[src/rtl/mem_resp_pkg.sv]
// Shared types and constants for the memory responder.
package mem_resp_pkg;

  typedef enum logic [1:0] {
    IDLE = 2'd0,
    WAIT = 2'd1,
    RESP = 2'd2
  } state_e;

  localparam logic [1:0] SZ_BYTE = 2'd0;
  localparam logic [1:0] SZ_HALF = 2'd1;
  localparam logic [1:0] SZ_WORD = 2'd2;

  localparam int unsigned DATA_W = 32;

endpackage

[src/rtl/mem_lane_align.sv]
// Big-endian lane steering: byte enables, write-lane placement, read extraction
// and alignment/size legality for one access within an aligned word.
module mem_lane_align
  import mem_resp_pkg::*;
(
  input  logic [1:0]        i_size,
  input  logic [1:0]        i_offset,
  input  logic [DATA_W-1:0] i_wdata,
  input  logic [DATA_W-1:0] i_rword,
  output logic [3:0]        o_be_c,
  output logic [DATA_W-1:0] o_wlane_c,
  output logic [DATA_W-1:0] o_rdata_c,
  output logic              o_bad_c
);

  logic [1:0]        w_byte_lane;
  logic [1:0]        w_half_lane;
  logic [4:0]        w_sh_byte;
  logic [4:0]        w_sh_half;
  logic [DATA_W-1:0] w_rword_byte;
  logic [DATA_W-1:0] w_rword_half;

  // Byte at offset o sits (3-o) bytes above the LSB; a half at o sits (2-o) above.
  assign w_byte_lane  = ~i_offset;
  assign w_half_lane  = 2'd2 - i_offset;
  assign w_sh_byte    = {w_byte_lane, 3'b000};
  assign w_sh_half    = {w_half_lane, 3'b000};
  assign w_rword_byte = i_rword >> w_sh_byte;
  assign w_rword_half = i_rword >> w_sh_half;

  always_comb begin
    o_be_c    = 4'b0000;
    o_wlane_c = '0;
    o_rdata_c = '0;
    o_bad_c   = 1'b0;
    case (i_size)
      SZ_BYTE: begin
        o_be_c    = 4'b0001 << i_offset;
        o_wlane_c = {24'd0, i_wdata[7:0]} << w_sh_byte;
        o_rdata_c = {24'd0, w_rword_byte[7:0]};
      end
      SZ_HALF: begin
        o_bad_c   = i_offset[0];
        o_be_c    = 4'b0011 << i_offset;
        o_wlane_c = {16'd0, i_wdata[15:0]} << w_sh_half;
        o_rdata_c = {16'd0, w_rword_half[15:0]};
      end
      SZ_WORD: begin
        o_bad_c   = (i_offset != 2'd0);
        o_be_c    = 4'b1111;
        o_wlane_c = i_wdata;
        o_rdata_c = i_rword;
      end
      default: o_bad_c = 1'b1;
    endcase
  end

endmodule

[src/rtl/mem_responder.sv]
// Variable-latency byte-addressed memory responder with request/response
// valid/ready handshakes and misalignment/range error reporting.
module mem_responder
  import mem_resp_pkg::*;
#(
  parameter int unsigned ADDR_W      = 8,
  parameter int unsigned WAIT_CYCLES = 2
) (
  input  logic              clk,
  input  logic              reset,
  input  logic              req_valid,
  output logic              req_ready,
  input  logic              req_write,
  input  logic [1:0]        req_size,
  input  logic [DATA_W-1:0] req_addr,
  input  logic [DATA_W-1:0] req_wdata,
  output logic              rsp_valid,
  input  logic              rsp_ready,
  output logic [DATA_W-1:0] rsp_rdata,
  output logic              rsp_err
);

  localparam int unsigned CNT_W     = (WAIT_CYCLES > 0) ? $clog2(WAIT_CYCLES + 1) : 1;
  localparam int unsigned MEM_BYTES = 1 << ADDR_W;

  state_e            r_state;
  state_e            w_state_next;
  logic [CNT_W-1:0]  r_cnt;
  logic [CNT_W-1:0]  w_cnt_next;
  logic              w_accept;
  logic              w_access;
  logic              w_release;

  logic              r_write;
  logic [1:0]        r_size;
  logic [DATA_W-1:0] r_addr;
  logic [DATA_W-1:0] r_wdata;
  logic              r_req_ready;
  logic              r_rsp_valid;
  logic [DATA_W-1:0] r_rdata;
  logic              r_err;

  logic [7:0]        r_mem [MEM_BYTES];
  logic [DATA_W-1:0] w_rword;
  logic [3:0]        w_be;
  logic [DATA_W-1:0] w_wlane;
  logic [DATA_W-1:0] w_rdata;
  logic              w_bad;
  logic              w_range_err;
  logic              w_err;

  // State and wait counter
  always_ff @(posedge clk or negedge reset) begin
    if (!reset) begin
      r_state <= IDLE;
      r_cnt   <= '0;
    end else begin
      r_state <= w_state_next;
      r_cnt   <= w_cnt_next;
    end
  end

  always_comb begin
    w_state_next = r_state;
    w_cnt_next   = r_cnt;
    w_accept     = 1'b0;
    w_access     = 1'b0;
    w_release    = 1'b0;
    case (r_state)
      IDLE: begin
        if (req_valid) begin
          w_accept     = 1'b1;
          w_cnt_next   = CNT_W'(WAIT_CYCLES);
          w_state_next = WAIT;
        end
      end
      WAIT: begin
        if (r_cnt == '0) begin
          w_access     = 1'b1;
          w_state_next = RESP;
        end else begin
          w_cnt_next = r_cnt - CNT_W'(1);
        end
      end
      RESP: begin
        if (rsp_ready) begin
          w_release    = 1'b1;
          w_state_next = IDLE;
        end
      end
      default: w_state_next = IDLE;
    endcase
  end

  mem_lane_align u_align (
    .i_size    (r_size),
    .i_offset  (r_addr[1:0]),
    .i_wdata   (r_wdata),
    .i_rword   (w_rword),
    .o_be_c    (w_be),
    .o_wlane_c (w_wlane),
    .o_rdata_c (w_rdata),
    .o_bad_c   (w_bad)
  );

  // Aligned accesses never straddle a word, so the base address alone decides range.
  assign w_range_err = ((r_addr >> ADDR_W) != '0);
  assign w_err       = w_bad | w_range_err;

  always_comb begin
    w_rword = '0;
    for (int k = 0; k < 4; k++) begin
      w_rword[31-8*k -: 8] = r_mem[{r_addr[ADDR_W-1:2], 2'(k)}];
    end
  end

  always_ff @(posedge clk or negedge reset) begin
    if (!reset) begin
      for (int i = 0; i < MEM_BYTES; i++) begin
        r_mem[i] <= '0;
      end
    end else if (w_access && !w_err && r_write) begin
      for (int k = 0; k < 4; k++) begin
        if (w_be[k]) begin
          r_mem[{r_addr[ADDR_W-1:2], 2'(k)}] <= w_wlane[31-8*k -: 8];
        end
      end
    end
  end

  // Request latch, registered response and handshake flags
  always_ff @(posedge clk or negedge reset) begin
    if (!reset) begin
      r_write     <= 1'b0;
      r_size      <= SZ_BYTE;
      r_addr      <= '0;
      r_wdata     <= '0;
      r_rdata     <= '0;
      r_err       <= 1'b0;
      r_req_ready <= 1'b1;
      r_rsp_valid <= 1'b0;
    end else begin
      if (w_accept) begin
        r_write <= req_write;
        r_size  <= req_size;
        r_addr  <= req_addr;
        r_wdata <= req_wdata;
      end
      if (w_access) begin
        r_err   <= w_err;
        r_rdata <= (w_err || r_write) ? '0 : w_rdata;
      end else if (w_release) begin
        r_err   <= 1'b0;
        r_rdata <= '0;
      end
      r_req_ready <= (w_state_next == IDLE);
      r_rsp_valid <= (w_state_next == RESP);
    end
  end

  assign req_ready = r_req_ready;
  assign rsp_valid = r_rsp_valid;
  assign rsp_rdata = r_rdata;
  assign rsp_err   = r_err;

endmodule

[config.mk]
export PLATFORM = sky130hd
export DESIGN_NAME = mem_responder
export DESIGN_NICKNAME = d
export VERILOG_FILES = /design/src/rtl/mem_resp_pkg.sv /design/src/rtl/mem_lane_align.sv /design/src/rtl/mem_responder.sv
export SDC_FILE = /design/constraint.sdc
export NUM_CORES = 2
export LEC_CHECK = 0
export ABC_AREA = 1
export CAP_MARGIN = 25
export CORE_UTILIZATION = 40
export DETAILED_ROUTE_END_ITERATION = 10
export PLACE_DENSITY_LB_ADDON = 0.1
export SYNTH_ARGS = -nofsm -noshare
export SYNTH_HDL_FRONTEND = slang
export SYNTH_SLANG_ARGS = --single-unit
[constraint.sdc]
create_clock -name clk -period 4.8 [get_ports clk]
set_clock_uncertainty 0.05 [all_clocks]
set_input_delay 1.44 -clock clk [delete_from_list [all_inputs] [get_ports clk]]
set_output_delay 1.44 -clock clk [all_outputs]
set_load 0.03 [all_outputs]
==> results_dict.tcl <==
set metrics [dict create \
    crit_top_cell "nand2_1" \
    pin_count 106 \
    fin_nets 12400 \
    gp_congestion 0.9026 \
    synth_ff_type "dfrtp_1" \
    grt_max_degree 162 \
    post-synth-top-area-fraction_pct 54.43 \
    drive_above_1_share_pct 7.893 \
    period_minus_slack_ns 4.321 \
    coreArea_mm2 0.2459 \
    die_x_um 499.5 \
    antenna_found_initial 21 \
    worstMarginPinSlew_ns 1.273 \
    clk_pin_slew_ns 0.06 \
    grt_setup_unrepaired "false" \
    final_util_pct 45.97 \
    dieArea_mm2 0.2495 \
    grt_first_pass_wirelength_um 535200 \
    worstPathMaxFanout 35 \
    ir_drop_v 0.0004739 \
    drt_first_pass_iters 7 \
    start_util_pct 40.25 \
    relSlewSlack_pct 15.14 \
    cts_num_sinks 2154 \
    fmax_ghz 0.2314 \
    synth_seq_cells 2154 \
    cts_max_path_buffers 3 \
    ctsResizeCount 0 \
    power_w 0.06026 \
    startpoint_type "flip-flop" \
    synth.distinct_cells 34 \
    post_drt_wl_per_cell_um 22.58 \
    num_vias 84620 \
    ys_seq_area_share_pct 54.45 \
    setup_viol 0 \
    synth-simple-area-share_pct 21.22 \
    crit_path_end_kind "flip-flop" \
    drcViolationCount 0 \
    port_buffers 105 \
    rows 182 \
    min_period_over_period_pct 90.02 \
    critPathRequiredTime_ns 5.51 \
    synth_top_family_by_area "simple AND/OR/NAND/NOR gates" \
    htree_num_levels 4 \
    p_per_area_mw_per_mm2 533.0 \
    synthXorXnorAreaFrac_pct 0 \
    cp.arrival_ns 5.03 \
    grt_pass1_vias 79940 \
    routed_via_density 5.373 \
    grt_overflow 0 \
    p_leak_nw 52.77 \
    cpPeakStageDelay_ns 0.67 \
    ant_nets 0 \
    hp-class "in -> async" \
    regArea_mm2 0.05391 \
    synth_commonest_cells "nand2_1, o21ai_0, dfrtp_1" \
    clk_latency_ns 0.90 \
    syn_to_final_growth_pct 14.20 \
    whs_ns 0.3868 \
    status "complete, no violations" \
    worstSetupPathType "reg -> reg" \
    crit_chain "inv_1 > nand2_4 > buf_12 > nor2_1 > o21ai_0 > nand2_1 > o21ai_0 > nand2_1 > nor2_1 > nand2_1 > nand2_1 > a21oi_1 > o21ai_0 > nand2_1" \
    cpMaxStageDelayCell "nand2_4" \
    cts_tree "done" \
    fill_cells 24330 \
    tns_ns 0 \
    yosys_warnings 0 \
    grt_util_all_layers_pct 28.43 \
    drv_cap 0 \
    cts_hold_buf 0 \
    synthTopCellsByArea "dfrtp_1, nand2_1, o21ai_0, nor2_1, inv_1" \
    routed_wl_um 355500 \
    synth-adder-area-share_pct 0.02528 \
    multiInputGateArea_mm2 0.03920 \
    drt_iter0_drc 9023 \
    synth-edff-count 0 \
    synthCells 12510 \
    cts_setup_buffers 0 \
    syn_nets 12580 \
    synth.largest_area_cell "dfrtp_1" \
    synth_most_common_cell "nand2_1" \
    synth_mux_area_share_pct 0.5233 \
    syn_area_per_cell_um2 7.914 \
    hpwlAfterDp_um 231100 \
    die_h_um 499.5 \
    synth-compound-area-share_pct 17.13 \
    numCtsBuffers 239 \
    cts-root-buf "clkbuf_16" \
    hold_viol_final 0 \
    async_flop_share_pct 100.0 \
    synthesis.area_mm2 0.09899 \
    maxSlewViolCount 0 \
]
==> area by class of cell <==
class	instances	area share (%)
Timing Repair Buffer	442	3.957
Tap cell	3220	3.564
Clock buffer	357	6.332
Clock inverter	79	0.8976
Antenna cell	10	0.02214
Multi-Input combinational cell	8623	34.67
Inverter	862	2.870
Sequential cell	2154	47.68
==> cells by family after synthesis <==
group                      Yosys count
DFF                               2154
adders and majority gates            2
buffers and inverters             1731
and+or+nand+nor                   5392
muxes                               46
AOI/OAI and AO/OA                 3183
==> report_power, final <==
part | internal (W) | switching [W]
Sequential | 0.0185 | 0.000477
Clock | 0.0112 | 0.00789
Combinational | 0.00545 | 0.0168
Total | 0.0351 | 0.0251
==> critical path, delay by kind of cell (launching register included) <==
kind                   cells  cell delay, ns
AND/OR/NAND/NOR            8            2.13
flip-flops                 1            0.52
buffers and inverters      2            0.52
AO/OA/AOI/OAI              4            0.89
==> final timing paths <==
path,slack (ns),depth (start not counted),endpoint,start
min in group clk,0.43,2,r_mem[496]$_DFFE_PN0P_,r_mem[496]$_DFFE_PN0P_
hold / removal,0.39,1,r_mem[1107]$_DFFE_PN0P_,reset
setup reg to reg,0.48,14,rsp_rdata[9]$_DFFE_PN0P_,r_addr[4]$_DFFE_PN0P_
hold reg to reg,0.43,2,r_mem[496]$_DFFE_PN0P_,r_mem[496]$_DFFE_PN0P_
max in group asynchronous,2.77,4,r_mem[169]$_DFFE_PN0P_,reset
setup / recovery,0.48,14,rsp_rdata[9]$_DFFE_PN0P_,r_addr[4]$_DFFE_PN0P_
==> state kept, by name, summed over array words and instances (netlist names) <==
signal,cells
r_mem,2048
r_addr,32
r_wdata,32
rsp_rdata,32
r_cnt,2
r_size,2
r_state,2
r_write,1
req_ready,1
rsp_err,1
rsp_valid,1
==> cells in the final DEF (no fill, tap or decap), drive strengths merged, types with 2 or more instances in the layout <==
cell type	netlist	final
a21boi	7	7
ha	2	2
nand4	6	6
inv	861	862
a22o	16	16
clkinv	1	60
nand2	3942	3942
o22ai	7	7
bufinv	0	17
nor2	979	979
clkinvlp	0	2
nor4	2	2
a221oi	23	23
or2	126	126
mux2	46	46
clkbuf	785	357
a21oi	42	42
o21ai	2756	2756
nand3	325	325
o211ai	329	329
clkdlybuf4s50	0	104
buf	84	338
dfrtp	2153	2153
diode	0	10
nor3	11	11
==> metal layers <==
| layer | global-route usage (%) | share of wire [%] |
|---|---|---|
| met5 | 0 | 0.019 |
| met1 | 39.74 | 44 |
| met2 | 43.89 | 45 |
| met3 | 4.401 | 6.4 |
| met4 | 11.76 | 4.6 |
==> through the flow <==
| stage | setup WS [ns] | std cells | cell area (µm²) |
|---|---|---|---|
| CTS | 0.6011 | 15740 | 113000 |
| global placement | 0.6775 | 15300 | 104800 |
| global route | 0.4772 | 15740 | 113000 |
| floorplan | 1.490 | 12510 | 98990 |
| detailed placement | 0.6331 | 15300 | 104800 |
| finish | 0.4792 | 15750 | 113000 |
Note: power is estimated with default switching activity, not from simulation.
